File: config.mk
export PLATFORM = sky130hd
export DESIGN_NAME = signed_seq_multiplier_top
export DESIGN_NICKNAME = d
export VERILOG_FILES = /design/src/rtl/signed_seq_multiplier_top.sv
export SDC_FILE = /design/constraint.sdc
export NUM_CORES = 1
export LEC_CHECK = 0
export ABC_AREA = 1
export CAP_MARGIN = 20
export CORE_ASPECT_RATIO = 0.6
export CORE_MARGIN = 8
export CORE_UTILIZATION = 29
export CTS_CLUSTER_DIAMETER = 60
export CTS_CLUSTER_SIZE = 28
export DETAILED_ROUTE_END_ITERATION = 8
export GPL_TIMING_DRIVEN = 1
export PLACE_DENSITY_LB_ADDON = 0.05
export SYNTH_ARGS = -nofsm -noshare
export SYNTH_HDL_FRONTEND = slang
export SYNTH_SLANG_ARGS = --single-unit
File: constraint.sdc
create_clock -name sys_clk -period 5.75 [get_ports sys_clk]
set_input_delay 1.15 -clock sys_clk [delete_from_list [all_inputs] [get_ports sys_clk]]
set_output_delay 1.15 -clock sys_clk [all_outputs]
set_load 0.02 [all_outputs]
File: src/rtl/signed_seq_multiplier_top.sv
// Board-level 8-bit signed sequential multiplier.
// Operands are captured on a start button press. Their magnitudes are then
// multiplied by shift-and-add, one iteration per rising edge of signal_in.
// The result is a 15-bit magnitude plus a sign bit.
module signed_seq_multiplier_top (
  input  logic        sys_clk,
  input  logic        rst,
  input  logic        signal_in,
  input  logic        BTNC,
  input  logic [7:0]  multiplier,
  input  logic [7:0]  multiplicand,
  output logic [14:0] product,
  output logic        sign,
  output logic        load,
  output logic        led
);

  typedef enum logic [1:0] {IDLE, LOAD, RUN, DONE} state_t;

  state_t      state, state_next;
  logic        sig_s1, sig_s2, sig_d;
  logic        btn_s1, btn_s2, btn_d;
  logic        step, start;
  logic [7:0]  mag_a, mag_b;
  logic        sgn;
  logic [15:0] acc, acc_next, addend;
  logic [2:0]  cnt;
  logic        last_step;

  // Two-flop synchronizers plus registered edge-detect history for both async inputs
  always_ff @(posedge sys_clk) begin
    if (rst) begin
      sig_s1 <= 1'b0; sig_s2 <= 1'b0; sig_d <= 1'b0;
      btn_s1 <= 1'b0; btn_s2 <= 1'b0; btn_d <= 1'b0;
    end else begin
      sig_s1 <= signal_in; sig_s2 <= sig_s1; sig_d <= sig_s2;
      btn_s1 <= BTNC;      btn_s2 <= btn_s1; btn_d <= btn_s2;
    end
  end

  assign step  = sig_s2 & ~sig_d;
  assign start = btn_s2 & ~btn_d;

  // One shift-and-add iteration: add the shifted multiplicand when the current multiplier bit is set
  always_comb begin
    addend    = {8'h00, mag_a} << cnt;
    acc_next  = mag_b[0] ? acc + addend : acc;
    last_step = (cnt == 3'd7);
  end

  // State register
  always_ff @(posedge sys_clk) begin
    if (rst) state <= IDLE;
    else     state <= state_next;
  end

  // Next-state logic and state-decoded outputs
  always_comb begin
    state_next = state;
    load       = 1'b0;
    led        = 1'b0;
    case (state)
      IDLE: if (start) state_next = LOAD;
      LOAD: begin
        load       = 1'b1;
        state_next = RUN;
      end
      RUN:  if (step && last_step) state_next = DONE;
      DONE: begin
        led = 1'b1;
        if (start) state_next = LOAD;
      end
      default: state_next = IDLE;
    endcase
  end

  // Datapath: operand capture, iteration, and result registers.
  // The result is latched on the final step so it is already valid when DONE is entered,
  // and it is cleared as LOAD is entered so a stale result never shows during LOAD.
  always_ff @(posedge sys_clk) begin
    if (rst) begin
      mag_a   <= '0;
      mag_b   <= '0;
      sgn     <= 1'b0;
      acc     <= '0;
      cnt     <= '0;
      product <= '0;
      sign    <= 1'b0;
    end else begin
      if (state_next == LOAD) begin
        product <= '0;
        sign    <= 1'b0;
      end
      case (state)
        LOAD: begin
          mag_a <= multiplicand[7] ? 8'(-multiplicand) : multiplicand;
          mag_b <= multiplier[7]   ? 8'(-multiplier)   : multiplier;
          sgn   <= multiplicand[7] ^ multiplier[7];
          acc   <= '0;
          cnt   <= '0;
        end
        RUN: if (step) begin
          acc   <= acc_next;
          mag_b <= mag_b >> 1;
          cnt   <= cnt + 3'd1;
          if (last_step) begin
            product <= acc_next[14:0];
            sign    <= sgn & (acc_next != 16'd0);
          end
        end
        default: ;
      endcase
    end
  end

endmodule

==> Word-level counts from Yosys, hierarchy flattened <==
Index checks and enable logic that the tools add are counted.
{ "totals": {"output_inout_bits": 18, "ff_bits": 60} }
{ "op_classes": {"shifts": 1, "mux": 22, "reduce_logical": 6, "n_eq_ne": 6, "n_bitwise": 6, "addsub": 4} }
{ "ops": {"columns": ["operator", "count"], "rows": [
  ["15-bit 2-to-1 mux", 4],
  ["16-bit 2-to-1 mux", 2],
  ["16-bit case mux with 2 select lines", 1],
  ["8-bit 2-to-1 mux", 3],
  ["16-bit adder", 1],
  ["8-bit negator", 2],
  ["8-bit case mux with 2 select lines", 1],
  ["16-bit nonzero test", 1],
  ["8-bit by 3-bit left shift with 16-bit output", 1],
  ["1-bit 2-to-1 mux", 6],
  ["2-bit case mux with 3 select lines", 1],
  ["3-bit case mux with 2 select lines", 1],
  ["2-bit by 1-bit equality test with 1-bit output, second input constant", 2],
  ["2-bit equality test, second input constant", 2],
  ["2-bit 2-to-1 mux", 2],
  ["3-bit by 1-bit adder with 3-bit output, second input constant", 1],
  ["1-bit bitwise AND", 3],
  ["3-bit equality test, second input constant", 1],
  ["3-bit 2-to-1 mux", 1],
  ["2-bit zero test", 1],
  ["2-bit != test, second input constant", 1],
  ["1-bit NOT", 2],
  ["2-bit AND reduction", 1],
  ["2-bit nonzero test", 1],
  ["other kinds (3)", 3]
]} }

==> Logic depth before layout (Yosys ltp) <==
{ "depth": {"word_depth": 10, "ltp_mapped": 22, "ltp_nobuf": 21} }

==> Worst setup path before layout <==
Ideal clock, no wire load.
{ "synth_timing": {"path_type": "register to register", "start": "register cnt[0]", "end": "register sign", "arrival_ns": 2.535, "required_ns": 5.636, "setup_ns": 0.114, "setup_slack_ns": 3.100, "n_path_buf": 2, "synth_period_minus_slack_ns": 2.650, "path_stages_with_launch": 19, "path_cell_list": "dfxtp_1 > clkbuf_1 > clkbuf_1 > o21ai_0 > o21ai_0 > mux2i_1 > ha_1 > nand2_1 > inv_2 > a21oi_1 > nand2_1 > nand2_1 > nand3_1 > o21ai_1 > nand3_1 > nor2_1 > nand3_1 > nand2_1 > a21oi_2"} }
{ "synth_between": {"elab_chain_cells": 9} }
{ "synth_rtl": {"columns": ["element", "line", "rtl"], "rows": [
  ["from (decl)", "27", "logic [2:0] cnt;"],
  ["from (signal assigned)", "105", "cnt <= cnt + 3'd1;"],
  ["branches (longest 8 deep; another with 16-bit adder)", null, null],
  ["1-bit 2-to-1 mux *", "94", "case (state)"],
  ["to (signal assigned)", "108", "sign <= sgn & (acc_next != 16'd0);"],
  ["to (decl)", "13", "output logic sign,"]
]} }
Every way passes the cells marked *.
A chain may end at the register's enable or synchronous reset.

==> Worst setup path after layout <==
Ends and elaborated chain as after synthesis.

==> impl_metrics.json <==
{
  "hp-start": "btn_s1",
  "vias": 4044,
  "period_minus_slack_ps": 3300,
  "grt_use_total_pct": 15.1,
  "final_cell_mix": "nand2_1 (164), inv_1 (79), nand3_1 (60), dfxtp_1 (60), a21oi_1 (51)",
  "gp_congestion": 0.892,
  "wirelength_um": 12900,
  "r2r_slack_ps": 2450,
  "cts_buffers": 9,
  "max_freq_mhz": 303,
  "grt_max_degree": 39,
  "synth_simple_gate_area_share_pct": 32.8,
  "numPortBuffers": 37,
  "ir_drop_mv": 0.112,
  "leakagePower_nw": 2.10,
  "syn-cell-area_um2": 3990,
  "worstPathArrival_ps": 3510,
  "clock_sinks": 60,
  "min_to": "btn_s2",
  "crit_type": "register to register",
  "first_pass_iters": 4,
  "gr-total-overflow": 0,
  "drc_errors": 0,
  "fin_hold_ws_ps": 404,
  "ys_seq_area_share_pct": 30.1,
  "io_pins": 38,
  "area_growth_pct": 20.6,
  "rsz0062_at_grt": "false",
  "antenna_left": 0,
  "seqCellArea_um2": 1200,
  "synth_cells": 624,
  "nets": 697,
  "timing.final.crit_share_pct": 57.4,
  "r2r-end": "sign",
  "p_per_area_nw_per_um2": 256,
  "die-area_um2": 17900,
  "synth_xor_area_share_pct": 1.76,
  "setup_viol": 0,
  "die_h_um": 107,
  "antenna_cells": 0,
  "cts_tree": "yes",
  "dp_hpwl_um": 10200,
  "worstMarginPinSlew_ps": 719,
  "start_util_pct": 29.4,
  "num_rows": 33,
  "root_buffer": "clkbuf_16",
  "antenna_found_initial": 0,
  "relSlewSlack_pct": 52.0,
  "path_max_fanout": 17,
  "multiInputGateArea_um2": 2360,
  "hold_buffers": 0,
  "synth-seq-cells": 60,
  "hold_depth": 2,
  "r2r-start": "cnt[0]",
  "nFillCells": 1491,
  "async_reset_ff_share_pct": 0,
  "cts.repair.resized": 0,
  "drt_iter0_markers": 256,
  "synthAdderAreaFrac_pct": 7.41,
  "reg2reg_depth": 17,
  "fin_skew_ps": 9.12,
  "status": "complete, no violations",
  "via_per_inst": 4.85,
  "setup_tns_ps": 0,
  "hold_viol": 0,
  "drive_gt1_share_pct": 7.13,
  "synth-edff-count": 0,
  "cp-start-kind": "register",
  "utilization_pct": 35.5,
  "wl_per_cell_um": 15.5,
  "drv_cap": 0,
  "grt_pass1_vias": 3993,
  "path_clk_slew_ps": 60,
  "hold_path.class": "register to register",
  "final_common_cell": "nand2_1",
  "cts_setup_buffers": 0,
  "worstSkewPairLatency_ps": 330,
  "synth_compound_area_share_pct": 16.0,
  "syn_nets": 667,
  "design.core.area_um2": 13500,
  "grt_pass1_wl_um": 21600,
  "synth_ff_type": "dfxtp_1",
  "avgSynthCellArea_um2": 6.39,
  "cts_buffer_depth": 2,
  "fp.dieW_um": 167,
  "h-tree-depth": 3,
  "synth_top_family_by_area": "simple AND/OR/NAND/NOR gates",
  "cp-end-kind": "register",
  "cp.required_ps": 5960,
  "netlist-cell-type-count": 38,
  "synthMuxAreaShare_pct": 1.26,
  "yosys_warnings": 0,
  "slew_viol_final": 0
}
-- worst max-delay path, cell delays in order, from the launching register on --
cell,delay (ps)
dfxtp_1,640
inv_1,200
nand2_1,90
o21ai_0,110
o21ai_0,270
o21ai_0,160
ha_1,420
nand2_1,150
nor2_2,200
nand3_1,130
nand4_1,110
nand3_1,180
nand2_1,170
nand2_1,70
nor2_1,100
nand3_1,70
nand2_1,80
a21oi_2,50
-- routing by layer --
metal / track usage [%] / share of wire [%]
met1: 23.2 / 58
met2: 20.8 / 37
met3: 3.23 / 4.7
met4: 2.60 / 0.60
met5: 0 / 0
-- how the worst max path moves through the flow --
stage / startpoint / end / slack, ps / cells after the start
finish: cnt[0] / sign / 2450 / 17
global route: cnt[0] / sign / 2070 / 20
CTS: cnt[0] / sign / 2450 / 17
detailed placement: cnt[0] / sign / 2460 / 19
global placement: cnt[0] / sign / 2390 / 17
floorplan: cnt[0] / sign / 3100 / 18
-- cells in the mapped netlist, types with 2 or more instances --
library cell / count / area (um2)
a31oi_1: 2 / 12.5
nand4_1: 6 / 37.5
a21oi_1: 51 / 255
a211oi_1: 7 / 52.6
nand3b_1: 2 / 15.0
ha_1: 22 / 275
o21ai_2: 2 / 17.5
nor2_2: 3 / 18.8
o21ai_1: 4 / 20.0
or2_2: 9 / 56.3
nor3_1: 11 / 55.1
clkbuf_1: 15 / 56.3
dfxtp_1: 60 / 1200
xor2_1: 5 / 43.8
clkinv_1: 2 / 7.51
xnor2_1: 3 / 26.3
inv_1: 79 / 297
nand2_2: 4 / 25.0
nand2_1: 164 / 616
nor2_1: 36 / 135
buf_2: 3 / 15.0
o21ai_0: 43 / 215
and2_1: 2 / 12.5
mux2i_1: 5 / 50.1
nand3_1: 60 / 300
inv_2: 8 / 30.0
or2_1: 2 / 12.5
o22ai_1: 4 / 25.0
-- per-stage QoR --
stage          area [um2]  power [mW]  instances  setup slack, ps
5_1_grt              4800        1.29        834             2070
3_5_place_dp         4500       0.680        818             2460
6_report             4800        1.23        834             2450
4_1_cts              4800        1.24        834             2450
2_1_floorplan        3990       0.606        624             3100
3_3_place_gp         4500       0.680        818             2390
-- power breakdown --
part	internal, mW	leakage [nW]	switching (mW)
Sequential	0.433	0.485	0.0126
Clock	0.341	0.143	0.217
Combinational	0.0756	1.47	0.150
Total	0.850	2.10	0.380
-- sequential cells by signal, indices dropped and copies added (netlist names), 2 cells and up --
signal	cells
acc	16
product	15
mag_a	8
mag_b	8
cnt	3
state	2
-- final cells by class --
type	instances	area share (%)
clock inverter	7	1.67
clock buffer	9	4.69
sequential	60	25.0
inverter	89	6.95
multi-input combinational	455	49.1
timing repair buffer	39	8.02
tap	175	4.56
-- cells by family (layout without fill, tap and decap cells) --
logic type      Yosys count  count (layout)
simple gates            302             302
compound gates          117             117
mux                       5               5
xor+xnor                  8               8
buf+inv                 109             144
fa+ha+maj                23              23
flops                    60              60
(Power assumes the default switching activity.)
